$ cat src/rtl/pipeline_hazard_controller_pkg.sv
// Shared hazard-control types and width defaults.
// Also imported by the forwarding and datapath blocks.
package pipeline_hazard_controller_pkg;

  localparam int DEF_REG_ADDR_W  = 3;
  localparam int DEF_STALL_CNT_W = 8;

  typedef enum logic [1:0] {
    RUN     = 2'b00,
    LDSTALL = 2'b01,
    FLUSH   = 2'b10,
    MEMWAIT = 2'b11
  } hz_state_t;

endpackage

$ cat src/rtl/pipeline_hazard_controller_if.sv
// Hazard-control bundle between the pipeline and the controller.
// master = pipeline side, slave = hazard controller side.
interface pipeline_hazard_controller_if
  import pipeline_hazard_controller_pkg::*;
#(
  parameter int REG_ADDR_W  = DEF_REG_ADDR_W,
  parameter int STALL_CNT_W = DEF_STALL_CNT_W
);

  logic [REG_ADDR_W-1:0]  If_Id_r1Address;
  logic [REG_ADDR_W-1:0]  If_Id_r2Address;
  logic                   If_Id_usesR1;
  logic                   If_Id_usesR2;
  logic [REG_ADDR_W-1:0]  Id_Ex_dest;
  logic                   Id_Ex_memRead;
  logic                   Id_Ex_regWrite;
  logic                   branchTaken;
  logic                   memBusy;
  logic                   pcWrite;
  logic                   If_Id_write;
  logic                   If_Id_flush;
  logic                   Id_Ex_bubble;
  logic                   pipeHold;
  logic [1:0]             hazardState;
  logic [STALL_CNT_W-1:0] stallCycles;

  modport master (
    output If_Id_r1Address, If_Id_r2Address,
    output If_Id_usesR1, If_Id_usesR2,
    output Id_Ex_dest, Id_Ex_memRead,
    output Id_Ex_regWrite, branchTaken,
    output memBusy,
    input  pcWrite, If_Id_write, If_Id_flush,
    input  Id_Ex_bubble, pipeHold,
    input  hazardState, stallCycles
  );

  modport slave (
    input  If_Id_r1Address, If_Id_r2Address,
    input  If_Id_usesR1, If_Id_usesR2,
    input  Id_Ex_dest, Id_Ex_memRead,
    input  Id_Ex_regWrite, branchTaken,
    input  memBusy,
    output pcWrite, If_Id_write, If_Id_flush,
    output Id_Ex_bubble, pipeHold,
    output hazardState, stallCycles
  );

endinterface

$ cat src/rtl/pipeline_hazard_controller_load_use_detector.sv
// Combinational load-use comparator: EX load feeding a
// source register of the instruction in decode.
module load_use_detector
  import pipeline_hazard_controller_pkg::*;
#(
  parameter int REG_ADDR_W = DEF_REG_ADDR_W
) (
  input  logic [REG_ADDR_W-1:0] r1,
  input  logic [REG_ADDR_W-1:0] r2,
  input  logic                  uses_r1,
  input  logic                  uses_r2,
  input  logic [REG_ADDR_W-1:0] dest,
  input  logic                  mem_read,
  input  logic                  reg_write,
  output logic                  load_use
);

  logic hit1;
  logic hit2;

  assign hit1 = uses_r1 && (dest == r1);
  assign hit2 = uses_r2 && (dest == r2);

  assign load_use = mem_read && reg_write
                 && (hit1 || hit2);

endmodule

$ cat src/rtl/pipeline_hazard_controller.sv
// Hazard FSM (Mealy) plus saturating stall counter;
// stalls, flushes and memory holds for a 5-stage pipe.
module pipeline_hazard_controller
  import pipeline_hazard_controller_pkg::*;
#(
  parameter int REG_ADDR_W  = DEF_REG_ADDR_W,
  parameter int STALL_CNT_W = DEF_STALL_CNT_W
) (
  input  logic                         clk,
  input  logic                         rst,
  pipeline_hazard_controller_if.slave  hz
);

  hz_state_t              state;
  hz_state_t              next;
  logic                   load_use;
  logic                   lu_en;
  logic                   pc_write;
  logic                   ifid_write;
  logic                   flush;
  logic                   bubble;
  logic                   hold;
  logic [STALL_CNT_W-1:0] cnt;

  load_use_detector #(
    .REG_ADDR_W (REG_ADDR_W)
  ) u_lud (
    .r1        (hz.If_Id_r1Address),
    .r2        (hz.If_Id_r2Address),
    .uses_r1   (hz.If_Id_usesR1),
    .uses_r2   (hz.If_Id_usesR2),
    .dest      (hz.Id_Ex_dest),
    .mem_read  (hz.Id_Ex_memRead),
    .reg_write (hz.Id_Ex_regWrite),
    .load_use  (load_use)
  );

  always_ff @(posedge clk or posedge rst) begin
    if (rst) state <= RUN;
    else     state <= next;
  end

  // LDSTALL and FLUSH mask loadUse; MEMWAIT releases as RUN.
  assign lu_en = (state == RUN) || (state == MEMWAIT);

  always_comb begin
    next       = RUN;
    pc_write   = 1'b1;
    ifid_write = 1'b1;
    flush      = 1'b0;
    bubble     = 1'b0;
    hold       = 1'b0;
    if (rst) begin
      pc_write   = 1'b0;
      ifid_write = 1'b0;
      bubble     = 1'b1;
    end else begin
      priority case (1'b1)
        hz.memBusy: begin
          pc_write   = 1'b0;
          ifid_write = 1'b0;
          hold       = 1'b1;
          next       = MEMWAIT;
        end
        hz.branchTaken: begin
          flush  = 1'b1;
          bubble = 1'b1;
          next   = FLUSH;
        end
        (load_use && lu_en): begin
          pc_write   = 1'b0;
          ifid_write = 1'b0;
          bubble     = 1'b1;
          next       = LDSTALL;
        end
        default: next = RUN;
      endcase
    end
  end

  always_ff @(posedge clk or posedge rst) begin
    if (rst)
      cnt <= '0;
    else if (!pc_write && (cnt != '1))
      cnt <= cnt + STALL_CNT_W'(1);
  end

  assign hz.pcWrite      = pc_write;
  assign hz.If_Id_write  = ifid_write;
  assign hz.If_Id_flush  = flush;
  assign hz.Id_Ex_bubble = bubble;
  assign hz.pipeHold     = hold;
  assign hz.hazardState  = state;
  assign hz.stallCycles  = cnt;

endmodule

$ cat src/flat_wrapper.sv
// flat-port wrapper written by rule: the top's interface ports become plain ports
module pipeline_hazard_controller_flat import pipeline_hazard_controller_pkg::*;
#(
  parameter int REG_ADDR_W  = DEF_REG_ADDR_W,
  parameter int STALL_CNT_W = DEF_STALL_CNT_W
)
  (clk, rst, hz_If_Id_r1Address, hz_If_Id_r2Address, hz_If_Id_usesR1, hz_If_Id_usesR2, hz_Id_Ex_dest, hz_Id_Ex_memRead, hz_Id_Ex_regWrite, hz_branchTaken, hz_memBusy, hz_pcWrite, hz_If_Id_write, hz_If_Id_flush, hz_Id_Ex_bubble, hz_pipeHold, hz_hazardState, hz_stallCycles);
  pipeline_hazard_controller_if #(.REG_ADDR_W(REG_ADDR_W), .STALL_CNT_W(STALL_CNT_W)) hz_i ();
  input  logic clk;
  input  logic rst;
  input wire logic [$bits(hz_i.If_Id_r1Address)-1:0] hz_If_Id_r1Address;
  input wire logic [$bits(hz_i.If_Id_r2Address)-1:0] hz_If_Id_r2Address;
  input wire logic [$bits(hz_i.If_Id_usesR1)-1:0] hz_If_Id_usesR1;
  input wire logic [$bits(hz_i.If_Id_usesR2)-1:0] hz_If_Id_usesR2;
  input wire logic [$bits(hz_i.Id_Ex_dest)-1:0] hz_Id_Ex_dest;
  input wire logic [$bits(hz_i.Id_Ex_memRead)-1:0] hz_Id_Ex_memRead;
  input wire logic [$bits(hz_i.Id_Ex_regWrite)-1:0] hz_Id_Ex_regWrite;
  input wire logic [$bits(hz_i.branchTaken)-1:0] hz_branchTaken;
  input wire logic [$bits(hz_i.memBusy)-1:0] hz_memBusy;
  output wire logic [$bits(hz_i.pcWrite)-1:0] hz_pcWrite;
  output wire logic [$bits(hz_i.If_Id_write)-1:0] hz_If_Id_write;
  output wire logic [$bits(hz_i.If_Id_flush)-1:0] hz_If_Id_flush;
  output wire logic [$bits(hz_i.Id_Ex_bubble)-1:0] hz_Id_Ex_bubble;
  output wire logic [$bits(hz_i.pipeHold)-1:0] hz_pipeHold;
  output wire logic [$bits(hz_i.hazardState)-1:0] hz_hazardState;
  output wire logic [$bits(hz_i.stallCycles)-1:0] hz_stallCycles;
  assign hz_i.If_Id_r1Address = hz_If_Id_r1Address;
  assign hz_i.If_Id_r2Address = hz_If_Id_r2Address;
  assign hz_i.If_Id_usesR1 = hz_If_Id_usesR1;
  assign hz_i.If_Id_usesR2 = hz_If_Id_usesR2;
  assign hz_i.Id_Ex_dest = hz_Id_Ex_dest;
  assign hz_i.Id_Ex_memRead = hz_Id_Ex_memRead;
  assign hz_i.Id_Ex_regWrite = hz_Id_Ex_regWrite;
  assign hz_i.branchTaken = hz_branchTaken;
  assign hz_i.memBusy = hz_memBusy;
  assign hz_pcWrite = hz_i.pcWrite;
  assign hz_If_Id_write = hz_i.If_Id_write;
  assign hz_If_Id_flush = hz_i.If_Id_flush;
  assign hz_Id_Ex_bubble = hz_i.Id_Ex_bubble;
  assign hz_pipeHold = hz_i.pipeHold;
  assign hz_hazardState = hz_i.hazardState;
  assign hz_stallCycles = hz_i.stallCycles;
  pipeline_hazard_controller #(.REG_ADDR_W(REG_ADDR_W), .STALL_CNT_W(STALL_CNT_W)) u_core (.clk(clk), .rst(rst), .hz(hz_i));
endmodule
$ cat config.mk
export PLATFORM = sky130hd
export DESIGN_NAME = pipeline_hazard_controller_flat
export DESIGN_NICKNAME = d
export VERILOG_FILES = /design/src/rtl/pipeline_hazard_controller_pkg.sv /design/src/rtl/pipeline_hazard_controller_if.sv /design/src/rtl/pipeline_hazard_controller_load_use_detector.sv /design/src/rtl/pipeline_hazard_controller.sv /design/src/flat_wrapper.sv
export SDC_FILE = /design/constraint.sdc
export NUM_CORES = 1
export LEC_CHECK = 0
export ABC_AREA = 1
export CORE_ASPECT_RATIO = 1.2
export CORE_MARGIN = 2
export CORE_UTILIZATION = 40
export CTS_CLUSTER_DIAMETER = 100
export DETAILED_ROUTE_END_ITERATION = 12
export DONT_BUFFER_PORTS = 1
export GPL_TIMING_DRIVEN = 0
export SLEW_MARGIN = 20
export SYNTH_ARGS = -nofsm -noshare
export SYNTH_HDL_FRONTEND = slang
export SYNTH_SLANG_ARGS = --single-unit
$ cat constraint.sdc
create_clock -name clk -period 1.5 [get_ports clk]
set_input_delay 0.375 -clock clk [delete_from_list [all_inputs] [get_ports clk]]
set_output_delay 0.375 -clock clk [all_outputs]
set_load 0.005 [all_outputs]
==> run metrics <==
Sink Count=10; post-route ant nets=0; Final Cycle Share=111%; IO Pins=32; dpl hpwl=1120 um; Core Box Area=1790 sq um; simple-gate share of the synthesized area=45.9%; GPL Wtd Cong=0.753; Placed Area=795 sq um; Worst-Margin Slew=0.273 ns; FILL cells=183; Register Area=251 sq um; RSZ-0062 raised after global routing=yes; Compound-Gate Fraction of Synth Area=2.69%; # rows=17; Die Width=43.4 um; hold depth=1; FF-to-FF Start=u_core.hz.hazardState[1]; clock-pin slew on the worst setup and hold paths=0.06 ns; FF+latch count, synth=10; cell mode on critical path=nand3_2; total wire length=1460 um; worst path arrival time=1.29 ns; Design Area, Final=867 sq um; share of cells above drive strength 1=26.1%; area growth from synthesis to layout=16.5%; area of the multi-input gates=423 sq um; sequential area share after synthesis=33.6%; DR WL/cell=10.5 um; htree depth=1; delay-heaviest family, CP=simple AND/OR/NAND/NOR gates; vias in the first global route=647; instance count on the critical path=7; Crit path required time=1.12 ns; Worst slew margin=81.8%; port bufs=0; via count=681; CTS buffer count=3; mux contribution to synthesized area=0%; Yosys cell types=19; Ys Warns=0; XOR/XNOR share of the synthesized area=3.53%; Die Ht=51.3 um; crit path capture type=output port; Cell Chain, Critical Path=nand2_2 > nand3_2 > nor2_4 > nand3_2 > nand2_4 > inv_4 > buf_6; largest family of logic cells by synthesized area=simple AND/OR/NAND/NOR gates; Root Buffer=clkbuf_4; skew final=0.00416 ns; max cap viols=0; Slowest Stage Delay on Critical Path=0.42 ns; Worst Setup Start Kind=flop; Slew Limit Fails=0; Via-to-Cell Ratio=4.93; Hold Startpoint=rst; largest net degree at the start of global routing=12; initial antenna violation count=0; maximum VDD drop=0.412 mV; DRC errors left=0; die area=2220 sq um; Synth Area in Adders=1.68%; leading cell types in the layout, fill and taps excluded=nand2_1 (34), inv_1 (14), nand3_1 (11), nor2_1 (10), dfrtp_1 (9); Final Util=48.5%; failing checks=negative setup slack; # diodes=0; Tmin final=1.67 ns; final worst-path setup slack=-0.167 ns; Final Hold Viols=0; Synth Net Count=130; run status=finished, violations left; Setup crit start=u_core.hz.hazardState[1]; reg2reg path depth=9; PD cells=1040 nW/um^2; Iter 0 DRT Violations=7; top achievable clock speed=600 MHz; Clock Path Buffers=2; final setup violation count=3; crit path max fanout=3; Post-Syn Area=744 sq um; All-Layer GR Usage=14.8%; Starting Density=41.7%; Hold Crit Class=in2reg; Static Leak=0.478 nW; GRT overflow=0; worst skew pair latency=0.26 ns; TritonRoute pass-1 iters=3; CTS tree=done; syn_area_per_cell=6.65 sq um; crit path max-delay cell type=dfrtp_1; fin nets=139; WP buf/inv=2; first-pass GRT wire length=2460 um; CP Class=reg2out; cells after synthesis=112; commonest non-fill, non-tap cell in the layout=nand2_1
==> logic make-up (layout without fill, tap and decap cells) <==
kind of cell	Yosys count	in the layout
flops	10	10
xor+xnor	3	3
fa+ha+maj	1	1
simple gates	72	72
compound gates	4	4
buf+inv	22	29
==> synth_stat cells (all sizes together) <==
| cell type | instances | area share (%) |
|---|---|---|
| buf | 2 | 2.5 |
| nor2 | 13 | 7.9 |
| xnor2 | 2 | 2.4 |
| xor2 | 1 | 1.2 |
| o21ai | 1 | 0.67 |
| nor3 | 1 | 0.67 |
| inv | 20 | 10 |
| ha | 1 | 1.7 |
| dfrtp | 10 | 34 |
| nand3 | 14 | 11 |
| a21oi | 3 | 2.0 |
| nand2 | 44 | 27 |
==> area by class of cell <==
class,count,area share (%)
flip-flops and latches,10,29.0
clock buffers,3,2.60
inverters,20,10.7
repair buffers,5,4.91
plain buffers,1,1.30
multi-input cells,80,48.8
well taps,19,2.74
==> per-layer routing <==
metal	vias to the layer above	share of wire [%]	wire length [um]	track usage, %
met4	0	1.3	19	10.6
met2	21	54	785	24.9
met1	307	39	563	16.2
li1	351	-	-	-
met5	-	0	0	0
met3	2	5.9	86	2.83
==> worst paths after layout <==
check | slack [ns] | endpoint
worst max-delay path | -0.17 | hz_pcWrite
worst min-delay path | 0.18 | u_core.hz.hazardState[1]
worst max register to register | 0.08 | u_core.hz.stallCycles[2]
worst min register to register | 0.52 | u_core.hz.stallCycles[5]
max in group asynchronous | 0.79 | u_core.hz.stallCycles[6]
min in group asynchronous | 0.49 | u_core.hz.hazardState[0]
==> repair_timing <==
item	CTS	global route
endpoints found under the setup margin	3	11
cloned	0	0
buffers inserted	2	1
pin swaps	4	4
resized for setup	2	6
hold buffers	2	0
endpoints found under the hold margin	5	0
==> stage by stage <==
step / hold WS (ns) / total power [mW] / cells / setup slack (ns) / TNS, ns
after floorplan: 0.221 / 0.657 / 112 / -0.00277 / -0.00277
after global placement: 0.288 / 0.704 / 131 / -0.0983 / -0.0983
after detailed placement: 0.281 / 0.716 / 131 / -0.113 / -0.122
after CTS: 0.168 / 0.908 / 137 / -0.208 / -0.416
after global routing: 0.159 / 0.990 / 138 / -0.262 / -0.866
final: 0.176 / 0.904 / 138 / -0.167 / -0.290
==> where the power goes <==
group	leakage (nW)	internal (mW)	switching (mW)
logic	0.337	0.125	0.146
registers	0.127	0.343	0.111
clock network	0.0138	0.0924	0.0854
total	0.478	0.561	0.343
==> state kept, by name (all words and copies together) (netlist names) <==
name                   cells
u_core.hz.hazardState      2
u_core.hz.stallCycles      8
No activity file was read; power rests on OpenSTA's default activity.
